### config.mk
export PLATFORM = sky130hd
export DESIGN_NAME = sargantana_icache_ifill
export DESIGN_NICKNAME = d
export VERILOG_FILES = /design/src/rtl/sargantana_icache_pkg.sv /design/src/rtl/sargantana_icache_line_buf.sv /design/src/rtl/sargantana_icache_ifill.sv
export SDC_FILE = /design/constraint.sdc
export NUM_CORES = 1
export LEC_CHECK = 0
export BUFFER_PORTS_ARGS = -buffer_cell sky130_fd_sc_hd__buf_2
export CORE_AREA = 2 2 285 287
export CTS_CLUSTER_DIAMETER = 80
export CTS_CLUSTER_SIZE = 8
export DETAILED_ROUTE_END_ITERATION = 8
export DIE_AREA = 0 0 287 289
export GPL_ROUTABILITY_DRIVEN = 1
export SLEW_MARGIN = 40
export SYNTH_ARGS = -nofsm -noshare
export SYNTH_HDL_FRONTEND = slang
export SYNTH_HIERARCHICAL = 1
export SYNTH_SLANG_ARGS = --single-unit
### constraint.sdc
create_clock -name clk_i -period 3.8 [get_ports clk_i]
set_input_delay 0 -clock clk_i [delete_from_list [all_inputs] [get_ports clk_i]]
set_output_delay 0 -clock clk_i [all_outputs]
set_load 0.01 [all_outputs]
### src/rtl/sargantana_icache_pkg.sv
// Shared types and size helpers for the icache instruction-fill engine.
package sargantana_icache_pkg;

  typedef enum logic [1:0] {
    IDLE = 2'd0,
    REQ  = 2'd1,
    WAIT = 2'd2,
    DONE = 2'd3
  } ifill_state_t;

  localparam int DEF_PADDR_W = 40;
  localparam int DEF_LINE_W  = 512;
  localparam int DEF_BEAT_W  = 128;

  function automatic int calc_n_beats(input int line_w, input int beat_w);
    return line_w / beat_w;
  endfunction

  // A single-beat line still needs a 1-bit counter to keep widths legal.
  function automatic int calc_cnt_w(input int n);
    return (n > 1) ? $clog2(n) : 1;
  endfunction

  function automatic int calc_off_w(input int line_w);
    return $clog2(line_w / 8);
  endfunction

  localparam int N_BEATS    = calc_n_beats(DEF_LINE_W, DEF_BEAT_W);
  localparam int BEAT_CNT_W = calc_cnt_w(N_BEATS);
  localparam int LINE_OFF_W = calc_off_w(DEF_LINE_W);

endpackage

### src/rtl/sargantana_icache_line_buf.sv
// Beat-indexed line register: one BEAT_W slot written per accepted beat,
// read back as a flat line with beat 0 in the low bits.
module sargantana_icache_line_buf
  import sargantana_icache_pkg::*;
#(
  parameter int BEAT_W  = DEF_BEAT_W,
  parameter int N_BEATS = 4,
  parameter int CNT_W   = 2
) (
  input  logic                      clk_i,
  input  logic                      rstn_i,
  input  logic                      we,
  input  logic [CNT_W-1:0]          idx,
  input  logic [BEAT_W-1:0]         wdata,
  output logic [N_BEATS*BEAT_W-1:0] line
);

  logic [N_BEATS-1:0][BEAT_W-1:0] beats;

  always_ff @(posedge clk_i or negedge rstn_i) begin
    if (!rstn_i) begin
      beats <= '0;
    end else if (we) begin
      beats[idx] <= wdata;
    end
  end

  assign line = beats;

endmodule

### src/rtl/sargantana_icache_ifill.sv
// Instruction-fill engine: one line read to L2, beat collection, line handback.
// Optional watchdog on the response phase: SARGANTANA_ICACHE_IFILL_TIMEOUT_EN.
module sargantana_icache_ifill
  import sargantana_icache_pkg::*;
#(
  parameter int PADDR_W = DEF_PADDR_W,
  parameter int LINE_W  = DEF_LINE_W,
  parameter int BEAT_W  = DEF_BEAT_W
`ifdef SARGANTANA_ICACHE_IFILL_TIMEOUT_EN
  ,parameter int TIMEOUT_CYC = 1024
`endif
) (
  input  logic               clk_i,
  input  logic               rstn_i,
  input  logic               ifill_req_valid_i,
  input  logic [PADDR_W-1:0] ifill_req_paddr_i,
  input  logic               kill_i,
  output logic               l2_req_valid_o,
  input  logic               l2_req_ready_i,
  output logic [PADDR_W-1:0] l2_req_paddr_o,
  input  logic               l2_rsp_valid_i,
  input  logic [BEAT_W-1:0]  l2_rsp_data_i,
  input  logic               l2_rsp_err_i,
  output logic               ifill_sent_ack_o,
  output logic               ifill_resp_valid_o,
  output logic               valid_ifill_resp_o,
  output logic [LINE_W-1:0]  ifill_line_o,
  output logic               ifill_err_o,
  output logic               busy_o
`ifdef SARGANTANA_ICACHE_IFILL_TIMEOUT_EN
  ,output logic              timeout_o
`endif
);

  localparam int NB    = calc_n_beats(LINE_W, BEAT_W);
  localparam int CNT_W = calc_cnt_w(NB);
  localparam int OFF_W = calc_off_w(LINE_W);
  localparam logic [CNT_W-1:0]   LAST_BEAT  = CNT_W'(NB - 1);
  localparam logic [PADDR_W-1:0] ALIGN_MASK = {PADDR_W{1'b1}} << OFF_W;

  ifill_state_t     state;
  logic [CNT_W-1:0] beat_cnt;
  logic             drop;
  logic             err_acc;
  logic             beat_we;

`ifdef SARGANTANA_ICACHE_IFILL_TIMEOUT_EN
  localparam int TO_W = calc_cnt_w(TIMEOUT_CYC);
  localparam logic [TO_W-1:0] TO_LAST = TO_W'(TIMEOUT_CYC - 1);
  logic [TO_W-1:0] to_cnt;
`endif

  // Beats are only ever taken in WAIT; dropped fills still land in the buffer.
  assign beat_we            = l2_rsp_valid_i && (state == WAIT);
  assign ifill_resp_valid_o = beat_we && !drop && !kill_i;

  sargantana_icache_line_buf #(
    .BEAT_W  (BEAT_W),
    .N_BEATS (NB),
    .CNT_W   (CNT_W)
  ) u_line_buf (
    .clk_i  (clk_i),
    .rstn_i (rstn_i),
    .we     (beat_we),
    .idx    (beat_cnt),
    .wdata  (l2_rsp_data_i),
    .line   (ifill_line_o)
  );

  always_ff @(posedge clk_i or negedge rstn_i) begin
    if (!rstn_i) begin
      state              <= IDLE;
      beat_cnt           <= '0;
      drop               <= 1'b0;
      err_acc            <= 1'b0;
      l2_req_valid_o     <= 1'b0;
      l2_req_paddr_o     <= '0;
      ifill_sent_ack_o   <= 1'b0;
      valid_ifill_resp_o <= 1'b0;
      ifill_err_o        <= 1'b0;
      busy_o             <= 1'b0;
`ifdef SARGANTANA_ICACHE_IFILL_TIMEOUT_EN
      to_cnt             <= '0;
      timeout_o          <= 1'b0;
`endif
    end else begin
`ifdef SARGANTANA_ICACHE_IFILL_TIMEOUT_EN
      timeout_o <= 1'b0;
`endif
      case (state)
        IDLE: begin
          if (ifill_req_valid_i) begin
            l2_req_paddr_o <= ifill_req_paddr_i & ALIGN_MASK;
            beat_cnt       <= '0;
            drop           <= 1'b0;
            err_acc        <= 1'b0;
            l2_req_valid_o <= 1'b1;
            busy_o         <= 1'b1;
            state          <= REQ;
          end
        end
        REQ: begin
          // Once L2 has accepted, a kill can no longer withdraw: drain instead.
          if (l2_req_ready_i) begin
            l2_req_valid_o   <= 1'b0;
            ifill_sent_ack_o <= 1'b1;
            drop             <= kill_i;
            state            <= WAIT;
`ifdef SARGANTANA_ICACHE_IFILL_TIMEOUT_EN
            to_cnt           <= '0;
`endif
          end else if (kill_i) begin
            l2_req_valid_o <= 1'b0;
            busy_o         <= 1'b0;
            state          <= IDLE;
          end
        end
        WAIT: begin
          if (kill_i) drop <= 1'b1;
          if (l2_rsp_valid_i) begin
            err_acc <= err_acc | l2_rsp_err_i;
`ifdef SARGANTANA_ICACHE_IFILL_TIMEOUT_EN
            to_cnt  <= '0;
`endif
            if (beat_cnt == LAST_BEAT) begin
              beat_cnt         <= '0;
              ifill_sent_ack_o <= 1'b0;
              if (drop || kill_i) begin
                busy_o <= 1'b0;
                state  <= IDLE;
              end else begin
                valid_ifill_resp_o <= 1'b1;
                ifill_err_o        <= err_acc | l2_rsp_err_i;
                state              <= DONE;
              end
            end else begin
              beat_cnt <= beat_cnt + 1'b1;
            end
          end
`ifdef SARGANTANA_ICACHE_IFILL_TIMEOUT_EN
          else if (to_cnt == TO_LAST) begin
            timeout_o        <= 1'b1;
            ifill_sent_ack_o <= 1'b0;
            beat_cnt         <= '0;
            if (drop || kill_i) begin
              busy_o <= 1'b0;
              state  <= IDLE;
            end else begin
              valid_ifill_resp_o <= 1'b1;
              ifill_err_o        <= 1'b1;
              state              <= DONE;
            end
          end else begin
            to_cnt <= to_cnt + 1'b1;
          end
`endif
        end
        DONE: begin
          valid_ifill_resp_o <= 1'b0;
          ifill_err_o        <= 1'b0;
          busy_o             <= 1'b0;
          state              <= IDLE;
        end
        default: state <= IDLE;
      endcase
    end
  end

endmodule

==> results.md <==
| Step | Item | Value |
| --- | --- | --- |
| status | Result of the run | complete, no violations |
| clock network | Clk sink count | 557 |
| timing | Max-slew violation count | 0 |
| synthesis | FF+latch count, synth | 557 |
| synthesis | Yosys top cell by area | sky130_fd_sc_hd__dfrtp_1 |
| timing | Min cycle time layout | 2.79 ns |
| global route | Antenna violations before repair | 0 |
| timing | Worst slew margin relative to its limit | 0.487 |
| die | Die W | 287 um |
| flow run | Maximum capacitance violations | 0 |
| cells and area | Final core utilization | 0.374 |
| pwr | Internal power | 14400 uW |
| placement | Worst slack at placement | 1.03 ns |
| pwr | Sw Pwr | 6330 uW |
| detailed routing | Total via count after detailed routing | 14100 |
| detailed routing | Number of detailed-routing iterations run before antenna repair | 4 |
| clock network | Clock-pin slew on the worst setup and hold paths | 0.05 ns |
| global route | Pin count of the biggest net entering global routing | 98 |
| synthesis | Top-area cell type share of the netlist area | 0.663 |
| synthesis | Dominant combinational cell family by area after synthesis | multiplexers |
| pwr | VDD IR max | 0.373 mV |
| die | Die H | 289 um |
| pwr | Logic pwr share | 0.271 |
| detailed routing | WL final | 60800 um |
| pwr | Switching share of power | 0.306 |
| synthesis | Number of standard cells after synthesis | 1237 |
| cells and area | Count of inserted antenna diode cells | 0 |
| placement | Half-perimeter wire length after placement | 41800 um |
| pwr | LEAKAGE | 0.0163 uW |
| die | Area of the core | 79900 um^2 |
| clock network | Clk Tree Root Cell | sky130_fd_sc_hd__clkbuf_16 |
| setup path | Peak fanout along the critical path | 38 |
| timing | Sum of negative setup slack | 0 ns |
| detailed routing | Mean routed wirelength per cell | 18.7 um |
| synthesis | Number of distinct standard cells referenced by the synthesized netlist | 34 |
| synthesis | Netlist area before placement | 21000 um^2 |
| synthesis | Multiplexer share of the synthesized area | 0.295 |
| synthesis | Post-Synth Adder-Cell Area | 0.00297 |
| synthesis | Parity-gate share of the synthesized area counting xor and xnor cells | 0 |
| global route | Aggregate global routing overflow | 0 |
| placement | Number of placed instances, taps included | 2978 |
| clock network | CTS tree | done |
| timing | Share of the clock period used by the worst path after layout | 0.735 |
| cells and area | Nets | 2357 |
| clock network | Number of buffers created by CTS | 81 |
| die | Starting density of the core | 0.263 |
| timing | Final worst setup slack | 1.01 ns |
| clock network | Maximum root-to-sink buffer count | 3 |
| placement | Number of buffers inserted by port buffering | 720 |
| timing | Worst Max-Slew Pin Slew | 0.769 ns |
| die | Die ar. | 82900 um^2 |
| setup path | Endpoint type of the worst setup path | flip-flop |
| cells and area | Final instance count without filler cells | 3247 |
| pwr | Sequential cell fraction of total power | 0.419 |
| setup path | Arr. time, crit path | 3.26 ns |
| pwr | Clock power share | 0.310 |
| setup path | Required time of the critical path | 4.27 ns |
| global route | Via count of the first global-routing pass | 15800 |
| synthesis | Simple-Gate Fraction of Synth Area | 0.00649 |
| die | Cell Rows | 104 |
| detailed routing | Detail-routed via count per cell | 4.34 |
| synthesis | Share of the synthesized area in compound gates (AO/OA/AOI/OAI) | 0.00726 |
| cells and area | Filler cells | 7668 |
| clock network | Number of gates given a new drive strength after cts | 0 |
| die | Number of I/O pins | 733 |
| clock network | Clk_lat worst skew | 0.61 ns |
| min path | Type of the tightest min-delay check | in2reg |
| setup path | Startpoint type of the worst setup path | flip-flop |
| detailed routing | Residual DRC | 0 |
| timing | Number of endpoints failing setup at the final stage | 0 |
| timing | Number of hold-slack violations in the final timing report | 0 |
| cells and area | Layout cells sized above 1 | 0.540 |
| synthesis | Leading cell types by total area after synthesis | sky130_fd_sc_hd__dfrtp_1, sky130_fd_sc_hd__mux2_2, sky130_fd_sc_hd__mux2_1 |
| global route | Global-route wire length before repair | 92500 um |
| timing | Unrepaired setup endpoints after global routing | false |
| detailed routing | Antenna Nets Post-Route | 0 |
| clock network | CTS HTree Levels | 3 |
| synthesis | Seq/Total Area, Yosys | 0.663 |
| timing | Setup Skew | 0.0351 ns |
| detailed routing | Initial DRC count | 418 |
| timing | Top achievable clock speed | 358 MHz |
| synthesis | Mapped Avg Cell Area | 17.0 um^2 |
| placement | Routability congestion estimate | 0.807 |
| setup path | Critical Setup Path Class | reg2reg |
| synthesis | Synthesis Warnings | 6 |
| timing | Minimum hold slack | 0.171 ns |
| pwr | Power density over the cells | 693 nW/um^2 |
| global route | Total track usage | 0.143 |
| cells and area | Area growth from synthesis to layout | 42.0% |
[kinds of logic (layout without fill, tap and decap cells)]
kind of cell / count (synthesis) / count (layout)
AOI/OAI and AO/OA: 23 / 23
adders and majority gates: 5 / 5
buffers and inverters: 76 / 1021
DFF: 557 / 557
muxes: 551 / 551
other: 1 / 6
and+or+nand+nor: 24 / 24
[critical path: stages, from the launching register on]
cell                      delay [ns]
sky130_fd_sc_hd__dfrtp_1        0.41
sky130_fd_sc_hd__inv_1          0.12
sky130_fd_sc_hd__ha_1           0.37
sky130_fd_sc_hd__nand2_1        0.14
sky130_fd_sc_hd__inv_1          0.20
sky130_fd_sc_hd__nand3_4        0.60
sky130_fd_sc_hd__buf_12         0.46
sky130_fd_sc_hd__mux2_2         0.30
[synth_stat cells]
master                      instances
sky130_fd_sc_hd__conb_1             1
sky130_fd_sc_hd__nor2_1             3
sky130_fd_sc_hd__nand4_1            1
sky130_fd_sc_hd__buf_6             10
sky130_fd_sc_hd__a31oi_1            3
sky130_fd_sc_hd__a21oi_2            1
sky130_fd_sc_hd__o21ai_0            3
sky130_fd_sc_hd__nand3_1            1
sky130_fd_sc_hd__a22o_1             1
sky130_fd_sc_hd__a21oi_1            8
sky130_fd_sc_hd__clkbuf_8           3
sky130_fd_sc_hd__o21bai_1           1
sky130_fd_sc_hd__o31a_1             1
sky130_fd_sc_hd__nor3_1             1
sky130_fd_sc_hd__buf_2             26
sky130_fd_sc_hd__o2111ai_1          1
sky130_fd_sc_hd__and3_1             1
sky130_fd_sc_hd__nor2b_1            3
sky130_fd_sc_hd__mux2_1           210
sky130_fd_sc_hd__nor2b_4            1
sky130_fd_sc_hd__dfrtp_1          557
sky130_fd_sc_hd__o2111a_1           1
sky130_fd_sc_hd__a22oi_1            1
sky130_fd_sc_hd__o221ai_1           2
sky130_fd_sc_hd__buf_4             29
sky130_fd_sc_hd__nand2_1            8
sky130_fd_sc_hd__inv_1              8
sky130_fd_sc_hd__mux2i_1            1
sky130_fd_sc_hd__mux2_2           340
sky130_fd_sc_hd__ha_1               5
sky130_fd_sc_hd__nand2_2            1
sky130_fd_sc_hd__nand3b_1           2
sky130_fd_sc_hd__nor3b_2            1
sky130_fd_sc_hd__nand2b_1           1
[through the flow]
stage	area (um^2)	power (uW)
floorplan	21000	11400
detailed placement	25900	14200
global placement	25800	14000
CTS	29800	21000
finish	29900	20700
global route	29900	21800
[layer usage]
layer | routed length, um | up-vias | global-route usage
met2 | 31500 | 519 | 0.255
met1 | 22900 | 7201 | 0.157
met5 | 0 | - | 0
met3 | 4090 | 147 | 0.0416
met4 | 2380 | 0 | 0.0618
li1 | - | 6218 | -
[cell usage in the layout (no fill, tap or decap), types with 6 or more instances in the layout]
cell type                       instances
sky130_fd_sc_hd__buf_12                13
sky130_fd_sc_hd__mux2_1               210
sky130_fd_sc_hd__clkbuf_16             83
sky130_fd_sc_hd__conb_1                 6
sky130_fd_sc_hd__dlygate4sd3_1        175
sky130_fd_sc_hd__mux2_2               340
sky130_fd_sc_hd__inv_1                  8
sky130_fd_sc_hd__buf_4                 11
sky130_fd_sc_hd__a21oi_1                8
sky130_fd_sc_hd__nand2_1                8
sky130_fd_sc_hd__dfrtp_1              557
sky130_fd_sc_hd__buf_2                719
[what timing repair did]
action / in CTS / in global routing
hold buffers: 174 / 1
hold endpoints to repair: 643 / 32
setup endpoints to repair: 0 / 0
setup buffers: 0 / 0
[flip-flops by register name (all words and copies together), names as in the netlist]
register            count
beat_cnt                2
busy_o                  1
drop                    1
err_acc                 1
ifill_err_o             1
ifill_sent_ack_o        1
l2_req_paddr_o         34
l2_req_valid_o          1
state                   2
u_line_buf/line       512
valid_ifill_resp_o      1
[worst paths after layout]
kind	end	slack, ns	cells after the start	start
min reg2reg	u_line_buf/line[202]	0.48	1	u_line_buf/line[202]
max	u_line_buf/line[454]	1.01	7	state[0]
min	l2_req_paddr_o[28]	0.17	3	ifill_req_paddr_i[28]
max in group asynchronous	u_line_buf/line[0]	2.10	6	rstn_i
min in group asynchronous	u_line_buf/line[150]	0.42	3	rstn_i
max reg2reg	u_line_buf/line[454]	1.01	7	state[0]
[area by class of cell]
cell class	count	area [um^2]	share of cell area
clock buffers	85	2080	0.0698
clock inverters	8	144	0.00482
inverters	8	30.0	0.00101
multi-input cells	609	6600	0.221
flip-flops and latches	557	13900	0.467
well taps	1060	1330	0.0444
repair buffers	920	5740	0.192
[power groups by stage]
stage / Sequential [uW] / Clock (uW) / Combinational [uW]
floorplan: 9560 / 0 / 1800
global placement: 8640 / 0 / 5380
detailed placement: 8740 / 0 / 5510
CTS: 8680 / 6640 / 5690
global route: 8900 / 6910 / 6010
finish: 8680 / 6410 / 5600
(Power assumes the default switching activity.)
